[src/rtl/opnd_fetch_sched.sv]
// Operand fetch sequencer: resolves register/immediate/memory operands of one decoded
// instruction, fetching a memory operand through a single aligned 32-bit read port.
module opnd_fetch_sched #(
    parameter int MEM_TIMEOUT = 255
) (
    input  logic        clk,
    input  logic        rst_n,
    input  logic        in_valid,
    output logic        in_ready,
    input  logic [5:0]  in_kind,
    input  logic [1:0]  in_size,
    input  logic [31:0] in_reg0,
    input  logic [31:0] in_reg1,
    input  logic [31:0] in_reg2,
    input  logic [31:0] in_imm,
    input  logic [31:0] in_ea,
    output logic        mem_req_valid,
    input  logic        mem_req_ready,
    output logic [31:0] mem_req_addr,
    input  logic        mem_rsp_valid,
    input  logic [31:0] mem_rsp_data,
    output logic        out_valid,
    input  logic        out_ready,
    output logic [31:0] out_opnd0,
    output logic [31:0] out_opnd1,
    output logic [31:0] out_opnd2,
    output logic        out_fault
);

    localparam logic [2:0] IDLE    = 3'd0;
    localparam logic [2:0] REQ_LO  = 3'd1;
    localparam logic [2:0] WAIT_LO = 3'd2;
    localparam logic [2:0] REQ_HI  = 3'd3;
    localparam logic [2:0] WAIT_HI = 3'd4;
    localparam logic [2:0] OUT     = 3'd5;

    localparam logic [1:0] K_REG = 2'b01;
    localparam logic [1:0] K_IMM = 2'b10;
    localparam logic [1:0] K_MEM = 2'b11;

    // The counter reaching this value at the end of a silent WAIT cycle means MEM_TIMEOUT such cycles elapsed.
    localparam logic [7:0] TMO_LAST = 8'(MEM_TIMEOUT - 1);

    logic [2:0]  state;
    logic [5:0]  kind_q;
    logic [1:0]  size_q;
    logic [31:0] reg0_q;
    logic [31:0] reg1_q;
    logic [31:0] reg2_q;
    logic [31:0] imm_q;
    logic [1:0]  ea_lo_q;
    logic [31:0] req_addr_q;
    logic [31:0] lo_q;
    logic [31:0] hi_q;
    logic        fault_q;
    logic [7:0]  tmo_cnt;

    logic [1:0]  mem_count;
    logic [2:0]  size_bytes;
    logic [31:0] size_mask;
    logic        split;
    logic [63:0] merged_wide;
    logic [31:0] mem_data;

    function automatic logic [31:0] sel_opnd(input logic [1:0]  kind,
                                             input logic [31:0] regv,
                                             input logic [31:0] imm,
                                             input logic [31:0] mem,
                                             input logic [31:0] mask);
        logic [31:0] v;
        v = '0;
        case (kind)
            K_REG:   v = regv & mask;
            K_IMM:   v = imm & mask;
            K_MEM:   v = mem;
            default: v = '0;
        endcase
        return v;
    endfunction

    assign mem_count = {1'b0, &in_kind[1:0]} + {1'b0, &in_kind[3:2]} + {1'b0, &in_kind[5:4]};

    always_comb begin
        size_bytes = 3'd4;
        size_mask  = 32'hFFFF_FFFF;
        case (size_q)
            2'b00: begin
                size_bytes = 3'd1;
                size_mask  = 32'h0000_00FF;
            end
            2'b01: begin
                size_bytes = 3'd2;
                size_mask  = 32'h0000_FFFF;
            end
            default: begin
                size_bytes = 3'd4;
                size_mask  = 32'hFFFF_FFFF;
            end
        endcase
    end

    assign split       = ({1'b0, ea_lo_q} + size_bytes) > 3'd4;
    // For an unsplit access the selected bytes all lie in lo, so a stale hi never reaches the result.
    assign merged_wide = {hi_q, lo_q} >> {ea_lo_q, 3'b000};
    assign mem_data    = merged_wide[31:0] & size_mask;

    always_ff @(posedge clk) begin
        if (!rst_n) begin
            state      <= IDLE;
            kind_q     <= '0;
            size_q     <= '0;
            reg0_q     <= '0;
            reg1_q     <= '0;
            reg2_q     <= '0;
            imm_q      <= '0;
            ea_lo_q    <= '0;
            req_addr_q <= '0;
            lo_q       <= '0;
            hi_q       <= '0;
            fault_q    <= 1'b0;
            tmo_cnt    <= '0;
        end else begin
            case (state)
                IDLE: begin
                    if (in_valid) begin
                        kind_q     <= in_kind;
                        size_q     <= in_size;
                        reg0_q     <= in_reg0;
                        reg1_q     <= in_reg1;
                        reg2_q     <= in_reg2;
                        imm_q      <= in_imm;
                        ea_lo_q    <= in_ea[1:0];
                        req_addr_q <= {in_ea[31:2], 2'b00};
                        lo_q       <= '0;
                        hi_q       <= '0;
                        if (mem_count > 2'd1 || (mem_count != 2'd0 && in_size == 2'b11)) begin
                            fault_q <= 1'b1;
                            state   <= OUT;
                        end else begin
                            fault_q <= 1'b0;
                            state   <= (mem_count == 2'd0) ? OUT : REQ_LO;
                        end
                    end
                end
                REQ_LO: begin
                    if (mem_req_ready) begin
                        tmo_cnt <= '0;
                        state   <= WAIT_LO;
                    end
                end
                WAIT_LO: begin
                    if (mem_rsp_valid) begin
                        lo_q <= mem_rsp_data;
                        if (split) begin
                            req_addr_q <= req_addr_q + 32'd4;
                            state      <= REQ_HI;
                        end else begin
                            state <= OUT;
                        end
                    end else if (tmo_cnt == TMO_LAST) begin
                        fault_q <= 1'b1;
                        state   <= OUT;
                    end else begin
                        tmo_cnt <= tmo_cnt + 8'd1;
                    end
                end
                REQ_HI: begin
                    if (mem_req_ready) begin
                        tmo_cnt <= '0;
                        state   <= WAIT_HI;
                    end
                end
                WAIT_HI: begin
                    if (mem_rsp_valid) begin
                        hi_q  <= mem_rsp_data;
                        state <= OUT;
                    end else if (tmo_cnt == TMO_LAST) begin
                        fault_q <= 1'b1;
                        state   <= OUT;
                    end else begin
                        tmo_cnt <= tmo_cnt + 8'd1;
                    end
                end
                OUT: begin
                    if (out_ready) begin
                        state <= IDLE;
                    end
                end
                default: state <= IDLE;
            endcase
        end
    end

    assign in_ready      = (state == IDLE);
    assign mem_req_valid = (state == REQ_LO) || (state == REQ_HI);
    assign mem_req_addr  = req_addr_q;
    assign out_valid     = (state == OUT);
    assign out_fault     = out_valid && fault_q;

    // Operands are resolved from held registers, so they stay stable while OUT stalls.
    always_comb begin
        out_opnd0 = '0;
        out_opnd1 = '0;
        out_opnd2 = '0;
        if (out_valid && !fault_q) begin
            out_opnd0 = sel_opnd(kind_q[1:0], reg0_q, imm_q, mem_data, size_mask);
            out_opnd1 = sel_opnd(kind_q[3:2], reg1_q, imm_q, mem_data, size_mask);
            out_opnd2 = sel_opnd(kind_q[5:4], reg2_q, imm_q, mem_data, size_mask);
        end
    end

endmodule

[config.mk]
export PLATFORM = sky130hd
export DESIGN_NAME = opnd_fetch_sched
export DESIGN_NICKNAME = d
export VERILOG_FILES = /design/src/rtl/opnd_fetch_sched.sv
export SDC_FILE = /design/constraint.sdc
export NUM_CORES = 1
export LEC_CHECK = 0
export ABC_AREA = 1
export CAP_MARGIN = 20
export CORE_MARGIN = 4
export CORE_UTILIZATION = 35
export DETAILED_ROUTE_END_ITERATION = 6
export GPL_ROUTABILITY_DRIVEN = 1
export REMOVE_ABC_BUFFERS = 1
export SYNTH_ARGS = -nofsm -noshare
export SYNTH_HDL_FRONTEND = slang
export SYNTH_SLANG_ARGS = --single-unit
export TNS_END_PERCENT = 50
[constraint.sdc]
create_clock -name clk -period 2.1 [get_ports clk]
set_clock_uncertainty 0.05 [all_clocks]
set_input_delay 0.42 -clock clk [delete_from_list [all_inputs] [get_ports clk]]
set_output_delay 0.42 -clock clk [all_outputs]
set_load 0.02 [all_outputs]
==> results.md <==
* Result of the run: finished, violations left
* Failing checks: setup timing
* GR Util All Layers at 0.266
* Hold EP: reg2_q[0]
* Fin crit share at 1.29
* Crit path largest cell delay at 0.37 ns
* Post-DR wirelength/cell at 18.9 um
* I/O pin count at 338
* Worst vdd ir at 0.000656 V
* Most common cell in the netlist: nand2_1
* Synth top cells by count: nand2_1 (774), a21oi_1 (269), dfxtp_1 (236)
* Die ar. at 40300 um^2
* Initial core utilization at 0.356
* Internal power at 0.0129 W
* Finished Cell Area at 20300 um^2
* Yosys warns at 0
* Max cap viols at 0
* Area grow syn2layout at 55.9%
* Post-Syn Area at 13000 um^2
* Vias in the first global route at 15300
* Cell family with most CP delay: buffers and inverters
* Setup tns final at -48.94 ns
* Proportion of netlist area held by the largest area contributor at 0.363
* # nets final at 2748
* Synth async-reset ratio at 0
* RSZ-0062 raised after global routing: yes
* Cell Chain, Critical Path: buf_12 > buf_4 > o21ai_2 > nand2_1 > a21oi_2 > buf_4 > nand2_1 > a31oi_1 > buf_4
* Ys flop type: dfxtp_1
* Pins Over Slew Limit at 0
* CP required at 1.63 ns
* Register area share after synthesis at 0.363
* Post-layout util at 0.554
* Clk slew on worst S/H paths at 0.06 ns
* Switching share of power at 0.408
* Leakage at 7.88 nW
* First drt pass iteration count at 6
* Signal arrival time at the worst endpoint at 2.24 ns
* Seq pwr share at 0.295
* Critical R2R Launch: ea_lo_q[0]
* Clock network power share at 0.249
* Final Wtd Congestion at 0.908
* Antenna violations before repair at 9
* PwrDens at 1070 nW/um^2
* Crit-path most repeated cell: buf_4
* Min Tclk post-route at 2.71 ns
* Top cells by area, synth: dfxtp_1 (36%), nand2_1 (22%), a21oi_1 (10%)
* H-tree levels at 1
* Share of layout cells above drive strength 1 at 0.210
* DP HPWL at 41600 um
* CTS Sinks at 236
* Synthesized instance count at 2085
* CTS tree: yes
* Final wirelength at 57200 um
* Hold wc startpoint: in_reg2[0]
* Count of input and output buffers at 335
* Drt drc at 0
* Cell accounting for the most synthesized area: dfxtp_1
* CTS root buffer: clkbuf_16
* Post-route setup slack at -0.611 ns
* CTS max path bufs at 3
* Flops & latches, synth at 236
* R2R Path End: mem_req_addr[15]
* Vias post-DR at 16000
* Worst path bufs/invs at 4
* Largest net degree at the start of global routing at 63
* Number of synthesized flops with an enable pin at 0
* Slowest CP cell: dfxtp_4
* Worst min path class: primary input to register
* Skew-Pair Late Insertion Delay at 0.56 ns
* Combinational Power Share at 0.457
* Die height at 201 um
* Placeable Area at 36600 um^2
* Gr ovfl total at 0
* Syn Area/Cell at 6.24 um^2
* Horiz. Die Dim at 201 um
* CP startpoint kind: register
* Worst hold slack at 0.358 ns
* Final setup fails at 127
* Number of library cell types mapped by synthesis at 34
* Switch Pwr at 0.00887 W
* Worst R2R Setup Slack at -0.19 ns
* Hold path depth at 3
* FP Rows at 70
* Kind of critical path: register to output pin
* Initial DRC count at 1235
* Global-route wire length before repair at 87400 um
* Vias per cell at 5.27
* F_max at 369 MHz
* Reg2reg path depth at 13
* # hold bufs at CTS at 0
* Total clock buffers created by CTS at 29
* Worst setup EP type: output pin
* Final Hold Viols at 0
* Crit path max fanout at 23
* ANT nets after route at 0
* Area after DPL at 18300 um^2
==> per-layer routing <==
layer / part of all wire / wire [um] / track usage / vias up
met5: 0.0017 / 100 / 0 / -
met4: 0.036 / 2070 / 0.0910 / 12
met3: 0.076 / 4370 / 0.0646 / 114
met2: 0.45 / 25900 / 0.427 / 591
met1: 0.43 / 24700 / 0.351 / 7495
li1: - / - / - / 7738
==> tightest hold or removal path, delay by kind of cell <==
| family | cells | cell delay, ns |
|---|---|---|
| buf+inv | 1 | 0.39 |
| simple gates | 1 | 0.06 |
| compound gates | 1 | 0.05 |
==> flip-flops by register name, indices dropped and copies added, names as in the netlist, 3 cells and up <==
| name | flops |
|---|---|
| hi_q | 24 |
| reg0_q | 32 |
| lo_q | 32 |
| reg2_q | 32 |
| reg1_q | 32 |
| kind_q | 6 |
| state | 3 |
| tmo_cnt | 8 |
| mem_req_addr | 30 |
| imm_q | 32 |
==> stage by stage <==
| step | total power [W] | instances | worst slack, ns |
|---|---|---|---|
| detailed placement | 0.0157 | 2955 | -0.684 |
| global route | 0.0230 | 3028 | -0.675 |
| global placement | 0.0156 | 2955 | -0.657 |
| floorplan | 0.0108 | 1943 | -1.51 |
| CTS | 0.0213 | 3015 | -0.614 |
| finish | 0.0217 | 3028 | -0.611 |
==> logic make-up (layout without fill, tap and decap cells) <==
| logic type | count (synthesis) | count (layout) | synth area share |
|---|---|---|---|
| buf+inv | 267 | 738 | 0.0854 |
| flops | 236 | 236 | 0.363 |
| simple gates | 1062 | 1062 | 0.327 |
| other cells | 1 | 5 | 0.000288 |
| xor+xnor | 7 | 7 | 0.00471 |
| fa+ha+maj | 6 | 6 | 0.00692 |
| compound gates | 506 | 506 | 0.213 |
==> worst max-delay path by stage <==
stage,startpoint,end,slack [ns],cells after the start
2_1_floorplan,size_q[1],mem_req_addr[11],-1.51,11
3_3_place_gp,ea_lo_q[0],out_opnd1[23],-0.66,9
3_5_place_dp,ea_lo_q[0],out_opnd1[23],-0.68,9
4_1_cts,ea_lo_q[0],out_opnd2[25],-0.61,10
5_1_grt,ea_lo_q[0],out_opnd2[25],-0.67,11
6_report,ea_lo_q[0],out_opnd1[23],-0.61,9
==> timing repair <==
| item | CTS | global route |
|---|---|---|
| cloned | 1 | 2 |
| gates resized for setup | 561 | 208 |
| setup endpoints to repair | 148 | 159 |
| buffers inserted | 7 | 9 |
| pin swaps | 12 | 16 |
==> layout make-up <==
cell class / count / area (um^2)
repair buffers: 561 / 5520
inverters: 124 / 507
multi-input cells: 1583 / 7910
fillers: 3555 / 16300
flip-flops and latches: 236 / 4740
clock inverters: 10 / 159
clock buffers: 42 / 865
repair inverters: 1 / 11.3
well taps: 468 / 586
diodes: 3 / 7.51
==> layout by cell type (no fill, tap or decap), types with 50 or more instances in the layout <==
cell type        instances
nand2_1                768
a21oi_1                249
buf_4                  249
dfxtp_1                230
clkdlybuf4s50_1        208
nand3_1                123
nor2_1                 120
inv_1                  104
o21ai_0                 59
a31oi_1                 50
==> power by group through the flow <==
stage / Clock, W / Combinational, W / Sequential [W]
2_1_floorplan: 0 / 0.00423 / 0.00654
3_3_place_gp: 0 / 0.00917 / 0.00641
3_5_place_dp: 0 / 0.00926 / 0.00642
4_1_cts: 0.00546 / 0.00953 / 0.00636
5_1_grt: 0.00562 / 0.0108 / 0.00652
6_report: 0.00540 / 0.00993 / 0.00640
Power figures use the tool's default switching activity.
